--- src/rtl/lcd_pkg.sv ---
// Shared LCD geometry constants and the scanout state encoding.
package lcd_pkg;

    localparam int         LCD_WIDTH      = 32;
    localparam int         LCD_HEIGHT     = 16;
    localparam logic [7:0] ICON_BASE_ADDR = 8'h80;

    typedef enum logic [1:0] {
        ST_IDLE,
        ST_ADDR,
        ST_LATCH,
        ST_OUTPUT
    } scan_state_t;

endpackage

--- src/rtl/lcd_scanout.sv ---
// Scans a 32x16 dot matrix plus icon bits out of nibble-wide VRAM
// as a valid/ready pixel stream, one VRAM read per pixel.
//
// state     | meaning
// ----------+---------------------------------------------------------
// ST_IDLE   | waiting for frame_start; vram_address holds
// ST_ADDR   | vram_address presented for the current pixel
// ST_LATCH  | read data returning; bit selected and captured at the edge
// ST_OUTPUT | pixel_valid high until the downstream handshake
module lcd_scanout
    import lcd_pkg::*;
#(
    parameter int ICON_COUNT = 8
) (
    input  logic       clock,
    input  logic       reset_n,
    input  logic       frame_start,
    output logic       busy,
    output logic       frame_done,
    output logic [7:0] vram_address,
    input  logic [3:0] vram_q,
    output logic       pixel_valid,
    input  logic       pixel_ready,
    output logic       pixel,
    output logic [4:0] pixel_x,
    output logic [3:0] pixel_y,
    output logic       pixel_is_icon
);

    localparam logic [4:0] X_LAST    = 5'(LCD_WIDTH - 1);
    localparam logic [3:0] Y_LAST    = 4'(LCD_HEIGHT - 1);
    localparam logic [4:0] ICON_LAST = 5'(ICON_COUNT - 1);

    scan_state_t state;
    scan_state_t state_next;

    logic       handshake;
    logic       last_pixel;
    logic       done_next;
    logic [4:0] x_next;
    logic [3:0] y_next;
    logic       icon_next;
    logic [7:0] addr_next;
    logic [1:0] bit_sel;

    assign handshake  = (state == ST_OUTPUT) && pixel_ready;
    assign last_pixel = pixel_is_icon && (pixel_x == ICON_LAST);

    // Icons index nibbles four to an address; matrix rows share an
    // address in groups of four, the row's low bits picking the nibble bit.
    assign bit_sel = pixel_is_icon ? pixel_x[1:0] : pixel_y[1:0];

    always_comb begin
        x_next    = pixel_x;
        y_next    = pixel_y;
        icon_next = pixel_is_icon;
        if (pixel_is_icon) begin
            x_next = pixel_x + 5'd1;
        end else if (pixel_x == X_LAST) begin
            x_next = 5'd0;
            if (pixel_y == Y_LAST) begin
                y_next    = 4'd0;
                icon_next = 1'b1;
            end else begin
                y_next = pixel_y + 4'd1;
            end
        end else begin
            x_next = pixel_x + 5'd1;
        end
    end

    always_comb begin
        if (icon_next) begin
            addr_next = ICON_BASE_ADDR + {5'd0, x_next[4:2]};
        end else begin
            addr_next = {1'b0, y_next[3:2], x_next};
        end
    end

    always_ff @(posedge clock) begin
        if (!reset_n) begin
            state <= ST_IDLE;
        end else begin
            state <= state_next;
        end
    end

    always_comb begin
        state_next  = state;
        busy        = (state != ST_IDLE);
        pixel_valid = (state == ST_OUTPUT);
        done_next   = 1'b0;
        case (state)
            ST_IDLE: begin
                if (frame_start) begin
                    state_next = ST_ADDR;
                end
            end
            ST_ADDR: begin
                state_next = ST_LATCH;
            end
            ST_LATCH: begin
                state_next = ST_OUTPUT;
            end
            ST_OUTPUT: begin
                if (handshake) begin
                    if (last_pixel) begin
                        state_next = ST_IDLE;
                        done_next  = 1'b1;
                    end else begin
                        state_next = ST_ADDR;
                    end
                end
            end
            default: begin
                state_next = ST_IDLE;
            end
        endcase
    end

    // Position registers double as the pixel coordinate outputs, so they
    // only move on a handshake and stay stable while the sink stalls.
    always_ff @(posedge clock) begin
        if (!reset_n) begin
            frame_done    <= 1'b0;
            vram_address  <= 8'd0;
            pixel         <= 1'b0;
            pixel_x       <= 5'd0;
            pixel_y       <= 4'd0;
            pixel_is_icon <= 1'b0;
        end else begin
            frame_done <= done_next;
            case (state)
                ST_IDLE: begin
                    if (frame_start) begin
                        pixel_x       <= 5'd0;
                        pixel_y       <= 4'd0;
                        pixel_is_icon <= 1'b0;
                        vram_address  <= 8'd0;
                    end
                end
                ST_LATCH: begin
                    pixel <= vram_q[bit_sel];
                end
                ST_OUTPUT: begin
                    if (handshake && !last_pixel) begin
                        pixel_x       <= x_next;
                        pixel_y       <= y_next;
                        pixel_is_icon <= icon_next;
                        vram_address  <= addr_next;
                    end
                end
                default: begin
                end
            endcase
        end
    end

endmodule
--- config.mk ---
export PLATFORM = sky130hd
export DESIGN_NAME = lcd_scanout
export DESIGN_NICKNAME = d
export VERILOG_FILES = /design/src/rtl/lcd_pkg.sv /design/src/rtl/lcd_scanout.sv
export SDC_FILE = /design/constraint.sdc
export NUM_CORES = 1
export LEC_CHECK = 0
export BUFFER_PORTS_ARGS = -buffer_cell sky130_fd_sc_hd__buf_2
export CAP_MARGIN = 5
export CORE_MARGIN = 2
export CORE_UTILIZATION = 46
export DETAILED_ROUTE_END_ITERATION = 10
export GPL_TIMING_DRIVEN = 0
export PLACE_DENSITY = 0.7
export SETUP_SLACK_MARGIN = 0.02
export SLEW_MARGIN = 30
export SYNTH_ARGS = -nofsm -noshare
export SYNTH_HDL_FRONTEND = slang
export SYNTH_SLANG_ARGS = --single-unit
export TNS_END_PERCENT = 50
--- constraint.sdc ---
create_clock -name clock -period 2.8 [get_ports clock]
set_clock_uncertainty 0.15 [all_clocks]
set_input_delay 0.84 -clock clock [delete_from_list [all_inputs] [get_ports clock]]
set_output_delay 0.84 -clock clock [all_outputs]
set_load 0.005 [all_outputs]
==> results.md <==
- Status: finished clean
- WP buf/inv: 3
- Total CTS buffers: 3
- WL final: 3089 um
- H-tree depth: 1
- Mapped Cells: 143
- Post-Syn Nets: 159
- Worst slew margin: 0.6795
- Min-delay worst type: flip-flop to flip-flop
- DRC: 0
- Largest family of logic cells by synthesized area: compound AO/OA/AOI/OAI gates
- CP startpoint: state[1]
- Mean Syn Cell Area: 8.837 sq um
- Met1 wire length: 1411 um
- Setup-failing EPs final: 0
- Final worst-path cycle share: 0.8304
- # port buffers: 29
- RSZ-0062 raised after global routing: no
- Largest stage delay, worst path: 430 ps
- Post-synthesis cell type count: 49
- # hold bufs at CTS: 0
- Vias in the first global route: 1159
- Share of layout cells above drive strength 1: 0.2557
- Largest net degree at the start of global routing: 12
- Nets: 193
- Synthesized area: 1264 sq um
- Synth Register Bits: 21
- Die Y: 56.42 um
- Async SR Flop Fraction: 0
- Crit-path cells: inv_1 > ha_1 > inv_1 > buf_2
- Routed vias/inst: 5.903
- Total gr overflow: 0
- Number of gates resized after cts: 0
- Antenna diode count: 0
- Most used cell, CP: inv_1
- Synth warn: 0
- Starting Density: 0.4704
- FF-to-FF Start: pixel_x[0]
- Multiplexer share of the synthesized area: 0.04950
- Clock Pin Slew Worst Setup and Hold Paths: 120 ps
- Leak: 0.6482 nW
- Initial antenna violation count: 0
- Initial detailed-routing violation count: 65
- Post-Route Setup TNS: 0 ps
- Adder-cell share of the synthesized area: 0.07921
- I/O Pins: 30
- Seq/Total Area, Yosys: 0.3327
- Final Hold Vio Count: 0
- Die area: 3183 sq um
- XOR/XNOR Fraction of Synth Area: 0.02772
- Data required, critical path: 1810 ps
- Row cnt: 19
- Cell Pwr Density: 659.1 nW/um^2
- Startpoint types: flip-flop
- DR WL/cell: 14.92 um
- Simple-Gate Fraction of Synth Area: 0.2020
- Crit path max fanout: 5
- Clock Path Buffers: 2
- Die Span X: 56.42 um
- HPWL Detailed: 2338 um
- Cell Count, Final, Fillers Out: 207
- CTS tree: built
- Worst path arrival time: 1340 ps
- Internal reg-to-reg setup slack: 510 ps
- Worst skew pair latency: 310 ps
- Drt pass-1 iters: 4
- # placed instances: 203
- Vias: 1222
- CP Capture Type: primary output
- Min cycle time layout: 2325 ps
- Sink Count: 21
- Top Layer Used: met4
- Top_reg_cell synth: dfxtp_1
- Post-route cell area: 1474 sq um
- Postcts setup bufs: 0
- Met3 WL: 160 um
- Post-DRT Antenna Nets: 0
- Critical path class: flip-flop to primary output
- Routed length on met2: 1493 um
- Slew Limit Fails: 0
- CP max-delay cell: dfxtp_1
- Worst reg2reg endpoint: vram_address[4]
- Peak VDD IR: 0.6296 mV
- Root Driver: clkbuf_4
- Max-cap viol count: 0
- Worst R2R Path Depth: 6
- Worst hold endpoint: vram_address[5]
- DP Area: 1448 sq um
- Global-route wire length before repair: 5195 um
- GP Congestion: 0.8595
- Post-synth EDFFs: 0
- Hold path cells: 1
- Area Overhead vs Synth: 16.63%
- CP delay by family, top: flip-flops
- F_max: 430.1 MHz
- Slew @ Worst Pin: 480.8 ps
- Hold Startpoint: vram_address[5]
- Total track usage: 0.2047
- Hold slack: 311.6 ps
- Complex-gate fraction of the synthesized area: 0.2505
- Core area: 2686 sq um
## final cells by class
class	count	area [sq um]
fill	263	1212
multi-input combinational	107	769.5
sequential	21	420.4
timing repair buffer	29	145.1
buffer	9	51.30
tap	31	38.79
clock buffer	4	26.28
inverter	6	22.52
## how the worst max path moves through the flow
stage | endpoint | slack, ps | cells past startpoint
6_report | busy | 470 | 4
2_1_floorplan | vram_address[4] | 730 | 6
3_5_place_dp | pixel_x[3] | 530 | 6
5_1_grt | busy | 400 | 4
4_1_cts | busy | 470 | 4
3_3_place_gp | pixel_x[3] | 540 | 6
## per-stage QoR
stage,power (mW),setup slack [ps],utilization
5_1_grt,1.028,395.1,0.5487
4_1_cts,0.9694,467.5,0.5487
6_report,0.9714,474.8,0.5487
3_3_place_gp,0.8055,541.0,0.5389
3_5_place_dp,0.8199,525.9,0.5389
2_1_floorplan,0.6995,730.2,-
## cells in the mapped netlist (2+ instances only)
cell / count / area, sq um
buf_2: 2 / 10.01
nand3_1: 4 / 20.02
a21oi_1: 7 / 35.03
clkbuf_1: 3 / 11.26
o21ai_0: 8 / 40.04
nor3_1: 3 / 15.01
dfxtp_1: 21 / 420.4
a22o_1: 2 / 17.52
inv_1: 6 / 22.52
a211oi_1: 2 / 15.01
nor2_1: 6 / 22.52
nand2_1: 17 / 63.81
xor2_1: 4 / 35.03
mux2i_1: 4 / 40.04
nand4_1: 7 / 43.79
o32ai_1: 2 / 17.52
nor4_1: 3 / 18.77
ha_1: 8 / 100.1
buf_4: 4 / 30.03
## flip-flops by register name, summed over array words and instances, names as in the netlist
| register | flops |
|---|---|
| pixel | 1 |
| pixel_is_icon | 1 |
| pixel_y | 4 |
| frame_done | 1 |
| vram_address | 7 |
| state | 2 |
| pixel_x | 5 |
## cells by family after synthesis
family	count (synthesis)
compound gates	40
xor+xnor	4
fa+ha+maj	8
buf+inv	15
flops	21
mux	5
simple gates	50
## power breakdown
group          switching (mW)  internal (mW)
sequential             0.0190          0.325
combinational           0.302          0.175
clock                  0.0943         0.0557
total                   0.415          0.556
## layout by cell type (no fill, tap or decap), types with 2 or more instances in the layout
| cell type | netlist | layout |
|---|---|---|
| o32ai_1 | 2 | 2 |
| buf_2 | 2 | 31 |
| dfxtp_1 | 21 | 21 |
| nor4_1 | 3 | 3 |
| nor3_1 | 3 | 3 |
| a211oi_1 | 2 | 2 |
| nand4_1 | 7 | 7 |
| a21oi_1 | 7 | 7 |
| xor2_1 | 4 | 4 |
| mux2i_1 | 4 | 4 |
| clkbuf_4 | 0 | 3 |
| clkbuf_1 | 3 | 4 |
| nor2_1 | 6 | 6 |
| inv_1 | 6 | 6 |
| ha_1 | 8 | 8 |
| a22o_1 | 2 | 2 |
| nand2_1 | 17 | 17 |
| o21ai_0 | 8 | 8 |
| nand3_1 | 4 | 4 |
| buf_4 | 4 | 4 |
## layer usage
layer	GRT usage	vias up
met2	0.3193	44
met3	0.02074	4
met4	0.07483	0
met1	0.2927	571
li1	-	603
met5	0	-
Note: power is estimated with default switching activity, not from simulation.
